==> src/rtl/alu_sched_pkg.sv <==
// Shared ALU op codes, scheduler state encoding and op-classification helpers.
package alu_sched_pkg;

    localparam logic [2:0] ALU_AND = 3'b000;
    localparam logic [2:0] ALU_OR  = 3'b001;
    localparam logic [2:0] ALU_ADD = 3'b010;
    localparam logic [2:0] ALU_SUB = 3'b011;
    localparam logic [2:0] ALU_MUL = 3'b100;
    localparam logic [2:0] ALU_NOP = 3'b111;

    typedef enum logic [1:0] {
        S_IDLE = 2'd0,
        S_EXEC = 2'd1,
        S_RESP = 2'd2
    } state_e;

    function automatic logic is_mul(input logic [2:0] ctrl);
        return ctrl == ALU_MUL;
    endfunction

    function automatic logic is_illegal(input logic [2:0] ctrl);
        return (ctrl == 3'b101) || (ctrl == 3'b110);
    endfunction

endpackage

==> src/rtl/alu_sched_arb.sv <==
// Two-way request arbiter. Define ALU_SCHED_RR_EN for round-robin; otherwise port 0 has
// fixed priority and the last-grant history is not kept.
module alu_sched_arb (
    input  logic clk_i,
    input  logic rst_i,
    input  logic en_i,
    input  logic valid0_i,
    input  logic valid1_i,
    output logic gnt0_o,
    output logic gnt1_o
);

    logic w_pick1;

`ifdef ALU_SCHED_RR_EN
    logic r_last;

    // On contention, favour the port that did not win last time.
    always_comb begin
        w_pick1 = valid1_i;
        if (valid0_i && valid1_i) begin
            w_pick1 = ~r_last;
        end
    end

    always_ff @(posedge clk_i or posedge rst_i) begin
        if (rst_i) begin
            r_last <= 1'b1;
        end else if (en_i && (valid0_i || valid1_i)) begin
            r_last <= w_pick1;
        end
    end
`else
    logic w_unused;

    assign w_pick1  = valid1_i && !valid0_i;
    assign w_unused = clk_i ^ rst_i;
`endif

    assign gnt0_o = en_i && valid0_i && !w_pick1;
    assign gnt1_o = en_i && valid1_i && w_pick1;

endmodule

==> src/rtl/alu_sched.sv <==
// Shares one external single-cycle ALU between two requesters; mul gets a MUL_LAT-cycle window.
// Optional macro ALU_SCHED_RR_EN selects round-robin arbitration (see alu_sched_arb).
module alu_sched
    import alu_sched_pkg::*;
#(
    parameter int unsigned DATA_W  = 32,
    parameter int unsigned MUL_LAT = 3,
    parameter int unsigned CNT_W   = 2
) (
    input  logic              clk_i,
    input  logic              rst_i,
    input  logic              req0_valid_i,
    output logic              req0_ready_o,
    input  logic [DATA_W-1:0] req0_data1_i,
    input  logic [DATA_W-1:0] req0_data2_i,
    input  logic [2:0]        req0_ctrl_i,
    input  logic              req1_valid_i,
    output logic              req1_ready_o,
    input  logic [DATA_W-1:0] req1_data1_i,
    input  logic [DATA_W-1:0] req1_data2_i,
    input  logic [2:0]        req1_ctrl_i,
    output logic [DATA_W-1:0] alu_data1_o,
    output logic [DATA_W-1:0] alu_data2_o,
    output logic [2:0]        alu_ctrl_o,
    input  logic [DATA_W-1:0] alu_data_i,
    input  logic              alu_zero_i,
    output logic              resp_valid_o,
    output logic              resp_id_o,
    output logic [DATA_W-1:0] resp_data_o,
    output logic              resp_zero_o,
    output logic              resp_err_o,
    output logic              busy_o
);

    state_e            r_state, w_state_nxt;
    logic [CNT_W-1:0]  r_cnt;
    logic              r_id;
    logic [DATA_W-1:0] r_alu_data1, r_alu_data2, r_resp_data;
    logic [2:0]        r_alu_ctrl;
    logic              r_resp_id, r_resp_zero, r_resp_err;

    logic              w_accept_en, w_gnt0, w_gnt1, w_accept;
    logic [DATA_W-1:0] w_sel_data1, w_sel_data2;
    logic [2:0]        w_sel_ctrl;

    assign w_accept_en = (r_state == S_IDLE) || (r_state == S_RESP);

    alu_sched_arb u_arb (
        .clk_i    (clk_i),
        .rst_i    (rst_i),
        .en_i     (w_accept_en),
        .valid0_i (req0_valid_i),
        .valid1_i (req1_valid_i),
        .gnt0_o   (w_gnt0),
        .gnt1_o   (w_gnt1)
    );

    assign w_accept    = w_gnt0 || w_gnt1;
    assign w_sel_data1 = w_gnt1 ? req1_data1_i : req0_data1_i;
    assign w_sel_data2 = w_gnt1 ? req1_data2_i : req0_data2_i;
    assign w_sel_ctrl  = w_gnt1 ? req1_ctrl_i  : req0_ctrl_i;

    always_comb begin
        w_state_nxt = r_state;
        case (r_state)
            S_IDLE, S_RESP: w_state_nxt = w_accept ? S_EXEC : S_IDLE;
            S_EXEC:         if (r_cnt == '0) w_state_nxt = S_RESP;
            default:        w_state_nxt = S_IDLE;
        endcase
    end

    always_ff @(posedge clk_i or posedge rst_i) begin
        if (rst_i) begin
            r_state     <= S_IDLE;
            r_cnt       <= '0;
            r_id        <= 1'b0;
            r_alu_data1 <= '0;
            r_alu_data2 <= '0;
            r_alu_ctrl  <= ALU_NOP;
            r_resp_id   <= 1'b0;
            r_resp_data <= '0;
            r_resp_zero <= 1'b0;
            r_resp_err  <= 1'b0;
        end else begin
            r_state <= w_state_nxt;
            if (w_accept) begin
                r_alu_data1 <= w_sel_data1;
                r_alu_data2 <= w_sel_data2;
                r_alu_ctrl  <= w_sel_ctrl;
                r_id        <= w_gnt1;
                r_cnt       <= is_mul(w_sel_ctrl) ? CNT_W'(MUL_LAT - 1) : '0;
            end else if (w_accept_en) begin
                r_alu_ctrl  <= ALU_NOP;
            end
            if (r_state == S_EXEC) begin
                if (r_cnt == '0) begin
                    r_resp_id <= r_id;
                    // Illegal ops never reach the result bus; report a zero result instead.
                    if (is_illegal(r_alu_ctrl)) begin
                        r_resp_data <= '0;
                        r_resp_zero <= 1'b1;
                        r_resp_err  <= 1'b1;
                    end else begin
                        r_resp_data <= alu_data_i;
                        r_resp_zero <= alu_zero_i;
                        r_resp_err  <= 1'b0;
                    end
                end else begin
                    r_cnt <= r_cnt - 1'b1;
                end
            end
        end
    end

    assign req0_ready_o = w_gnt0;
    assign req1_ready_o = w_gnt1;
    assign alu_data1_o  = r_alu_data1;
    assign alu_data2_o  = r_alu_data2;
    assign alu_ctrl_o   = r_alu_ctrl;
    assign resp_valid_o = (r_state == S_RESP);
    assign resp_id_o    = r_resp_id;
    assign resp_data_o  = r_resp_data;
    assign resp_zero_o  = r_resp_zero;
    assign resp_err_o   = r_resp_err;
    assign busy_o       = (r_state != S_IDLE);

endmodule
==> config.mk <==
export PLATFORM = sky130hd
export DESIGN_NAME = alu_sched
export DESIGN_NICKNAME = d
export VERILOG_FILES = /design/src/rtl/alu_sched_pkg.sv /design/src/rtl/alu_sched_arb.sv /design/src/rtl/alu_sched.sv
export SDC_FILE = /design/constraint.sdc
export NUM_CORES = 1
export LEC_CHECK = 0
export BUFFER_PORTS_ARGS = -buffer_cell sky130_fd_sc_hd__clkbuf_2
export CAP_MARGIN = 5
export CORE_MARGIN = 1
export CORE_UTILIZATION = 40
export CTS_BUF_LIST = sky130_fd_sc_hd__clkbuf_4 sky130_fd_sc_hd__clkbuf_8
export CTS_CLUSTER_SIZE = 25
export DETAILED_ROUTE_END_ITERATION = 10
export GPL_TIMING_DRIVEN = 0
export MAX_ROUTING_LAYER = met4
export PLACE_DENSITY = 0.79
export SLEW_MARGIN = 30
export SYNTH_ARGS = -nofsm -noshare
export SYNTH_HDL_FRONTEND = slang
export SYNTH_SLANG_ARGS = --single-unit
==> constraint.sdc <==
create_clock -name clk_i -period 2.95 [get_ports clk_i]
set_clock_uncertainty 0.05 [all_clocks]
set_input_delay 0.295 -clock clk_i [delete_from_list [all_inputs] [get_ports clk_i]]
set_output_delay 0.295 -clock clk_i [all_outputs]
set_load 0.05 [all_outputs]
==> flow_summary.toml <==
[placement]
placement.io_buffers = 276
placement.setup.worst_slack_ns = 1.07
dp.final_hpwl_mm = 10.4
placed_area_sq_mm = 0.00609
numPlacedInstances = 887
gp_congestion = 0.824

[clock_network]
cts_max_path_buffers = 2
htree_levels = 3
worstSkewPairLatency_ns = 0.36
ctsRootBufferMaster = "sky130_fd_sc_hd__clkbuf_8"
post_cts_buffers = 0
clkTransAtPathRegs_ns = 0.10
clock-sinks = 107
clock_tree_from_tritoncts = "yes"
cts_inserted_buffers = 9

[global_routing]
number_of_global_route_vias_before_repair = 4391
largest_net_degree_at_the_start_of_global_routing = 31
grt_usage_pct = 23.1
gr_overflow_total = 0
antenna_found_initial = 0
grt_first_pass_wirelength_mm = 20.3

[routing]
drc = 0
drt_pass_1_iters = 5
viasPerCell = 4.97
postRouteWirelength_mm = 13.1
ant_nets = 0
wl_per_cell_um = 14.5
route.vias.total = 4492
drtIter0Drc = 256

[power]
ir_worst_vdd_mv = 0.692
total_power_mw = 7.72
leak_nw = 3.52
p_per_area_mw_per_mm2 = 1230

[finish]
layout.filler_cells = 959
synth_to_final_area_change_pct = 41.2
ff_latch_area_sq_mm = 0.00268
final_core_utilization_pct = 58.1
layout.nets = 930
drive_gt1_share_pct = 41.8
antenna_cells_inserted = 0
final_cell_count_no_fill = 903
multi_input_comb_area_sq_mm = 0.00160
design_area_sq_mm = 0.00630

[setup_path]
critPathKind = "flip-flop to output port"
worstSetupEndpointType = "output port"
worst_ep_arrival_time_ns = 1.93
crit_path_max_fanout = 10
r2r_setup_slack_ns = 1.09
path_cells = "nor3b_1 -> clkbuf_1 -> clkbuf_2"
start_kind = "flip-flop"
critical-path-top-delay-family = "buffers and inverters"
crit_path_top_delay_cell = "sky130_fd_sc_hd__dfrtp_1"
worst_r2r_path_depth = 5
critical_path.reg2reg.startpoint = "r_state[0]$_DFFE_PP0P_"
required_ns = 2.61
cpPeakStageDelay_ns = 0.45
crit-reg2reg-capture = "alu_data2_o[10]$_DFFE_PP0N_"
cp.buffers_inverters = 2
worst_setup_path_start = "r_state[0]$_DFFE_PP0P_"
worst-path-stages = 3
timing.critical_path.to = "req1_ready_o"

[yosys]
synth-seq-area-share_pct = 60.1
synthesis.yosys.warnings = 0
synthTopCellsByArea = "sky130_fd_sc_hd__dfrtp_1 (58%), sky130_fd_sc_hd__nand2_1 (17%), sky130_fd_sc_hd__a22oi_1 (11%)"
synthesis.nets = 639
yosys.area.top_type = "sky130_fd_sc_hd__dfrtp_1"
netlist-cell-type-count = 29
synth.ff_latch_count = 107
synth_cells = 468
netlist.area_leader.share_pct = 58.3
syn_area_per_cell_sq_um = 9.54
synth.cell_area_sq_mm = 0.00446

[die]
core_sq_mm = 0.0108
die_height_um = 108
fp.dieArea_sq_mm = 0.0116
num_io_pins = 277
cell_row_count = 38
start_util_pct = 41.2
die_width_um = 108

[timing]
final-setup-viol-count = 0
fmax_mhz = 439
report.final.hold_viol_count = 0
worst_pin_slew_ns = 0.638
layout_worst_path_cycle_share_pct = 77.2
layout_setup_ws_ns = 0.674
slew_violations = 0
hold-worst-slack_ns = 0.0754
worst_slew_margin_rel_pct = 57.4
min_period_ns = 2.28
grt_setup_unrepaired = "false"
totalNegativeSetupSlack_ns = 0

[hold_path]
worst_hold_path_type = "primary input to flip-flop"
worstHoldStart = "alu_data_i[8]"

[outcome]
status = "completed"

[flow_run]
max_cap_viol_count = 0
final cells by class:
type / instances / share of cell area [%]
flip-flops and latches: 107 / 42.6
repair buffers: 280 / 23.2
clock inverters: 5 / 0.973
well taps: 140 / 2.78
plain buffers: 32 / 2.58
clock buffers: 10 / 2.18
inverters: 4 / 0.377
multi-input cells: 325 / 25.4
worst min path at each step:
stage,to,slack [ns],cells past startpoint
final,resp_data_o[8]$_DFFE_PP0P_,0.08,3
after global routing,resp_data_o[11]$_DFFE_PP0P_,0.07,3
after CTS,resp_data_o[22]$_DFFE_PP0P_,0.06,3
after detailed placement,resp_data_o[16]$_DFFE_PP0P_,0.35,2
after global placement,alu_data2_o[29]$_DFFE_PP0N_,0.41,2
after floorplan,resp_data_o[10]$_DFFE_PP0P_,0.37,2
where the power goes:
group	internal, mW	leakage, nW	switching (mW)
sequential	2.10	1.33	0.358
combinational	0.974	2.09	3.37
clock	0.418	0.103	0.500
total	3.49	3.52	4.23
Yosys cell counts (all sizes together):
cell type / count
a21oi: 2
a22oi: 64
and2: 1
buf: 19
clkbuf: 13
clkinv: 1
dfrtp: 104
dfstp: 3
inv: 3
mux2: 2
mux2i: 2
nand2: 197
nand2b: 2
nor2: 2
nor2b: 4
nor3b: 2
o211ai: 1
o21ai: 37
o21bai: 1
o22a: 1
o22ai: 3
o31ai: 1
or2: 1
or4b: 1
xor2: 1
sequential cells by signal, summed over array words and instances, names as in the netlist:
signal       cells
r_cnt            2
alu_data1_o     32
resp_id_o        1
alu_data2_o     32
r_state          2
resp_zero_o      1
resp_data_o     32
resp_err_o       1
alu_ctrl_o       3
r_id             1
worst reg2reg max path, cell delays in order (launching register included):
cell,delay [ns]
sky130_fd_sc_hd__dfrtp_1,0.45
sky130_fd_sc_hd__nor2b_1,0.22
sky130_fd_sc_hd__clkbuf_1,0.49
sky130_fd_sc_hd__buf_2,0.36
sky130_fd_sc_hd__a22oi_1,0.13
sky130_fd_sc_hd__nand2_1,0.09
layout by cell type, fill, tap and decap left out:
cell | Yosys | layout
sky130_fd_sc_hd__o22ai_1 | 3 | 3
sky130_fd_sc_hd__o211ai_1 | 1 | 1
sky130_fd_sc_hd__clkinv_4 | 1 | 2
sky130_fd_sc_hd__dfrtp_1 | 104 | 104
sky130_fd_sc_hd__o31ai_1 | 1 | 1
sky130_fd_sc_hd__mux2i_1 | 2 | 2
sky130_fd_sc_hd__buf_2 | 13 | 13
sky130_fd_sc_hd__mux2_2 | 2 | 2
sky130_fd_sc_hd__clkbuf_1 | 13 | 13
sky130_fd_sc_hd__buf_16 | 0 | 1
sky130_fd_sc_hd__a22oi_1 | 64 | 64
sky130_fd_sc_hd__or2_2 | 1 | 1
sky130_fd_sc_hd__o22a_1 | 1 | 1
sky130_fd_sc_hd__nor3b_1 | 2 | 2
sky130_fd_sc_hd__dlygate4sd3_1 | 0 | 1
sky130_fd_sc_hd__clkbuf_2 | 0 | 276
sky130_fd_sc_hd__clkinvlp_4 | 0 | 1
sky130_fd_sc_hd__nor2b_1 | 4 | 4
sky130_fd_sc_hd__dfstp_2 | 3 | 3
sky130_fd_sc_hd__a21oi_1 | 2 | 2
sky130_fd_sc_hd__or4b_1 | 1 | 1
sky130_fd_sc_hd__clkbuf_8 | 0 | 10
sky130_fd_sc_hd__o21ai_0 | 8 | 8
sky130_fd_sc_hd__nand2b_1 | 2 | 2
sky130_fd_sc_hd__inv_1 | 3 | 2
sky130_fd_sc_hd__and2_1 | 1 | 1
sky130_fd_sc_hd__bufinv_16 | 0 | 1
sky130_fd_sc_hd__buf_4 | 1 | 1
sky130_fd_sc_hd__clkinv_2 | 0 | 1
sky130_fd_sc_hd__nand2_1 | 197 | 197
sky130_fd_sc_hd__o21bai_1 | 1 | 1
sky130_fd_sc_hd__buf_12 | 0 | 2
sky130_fd_sc_hd__xor2_1 | 1 | 1
sky130_fd_sc_hd__nor2_1 | 2 | 2
sky130_fd_sc_hd__buf_6 | 3 | 3
sky130_fd_sc_hd__buf_1 | 2 | 2
sky130_fd_sc_hd__o21ai_1 | 29 | 29
sky130_fd_sc_hd__inv_6 | 0 | 2
logic make-up after synthesis:
logic type	after synthesis	synth area share (%)
buffers and inverters	36	4.09
and+or+nand+nor	210	18.4
xor gates and xnor gates	1	0.196
DFF	107	60.1
AOI/OAI and AO/OA	110	16.3
muxes	4	0.953
routing by layer:
layer	track usage, %	vias up	wire [um]
met4	8.51	0	266
met5	-	-	0
li1	-	2155	-
met1	27.3	2099	5410
met3	3.81	25	922
met2	39.8	213	6530
timing repair:
action                    CTS  global route
resized for setup           0             0
hold buffers                1             0
hold endpoints to repair   25             0
No activity file was read; power rests on OpenSTA's default activity.
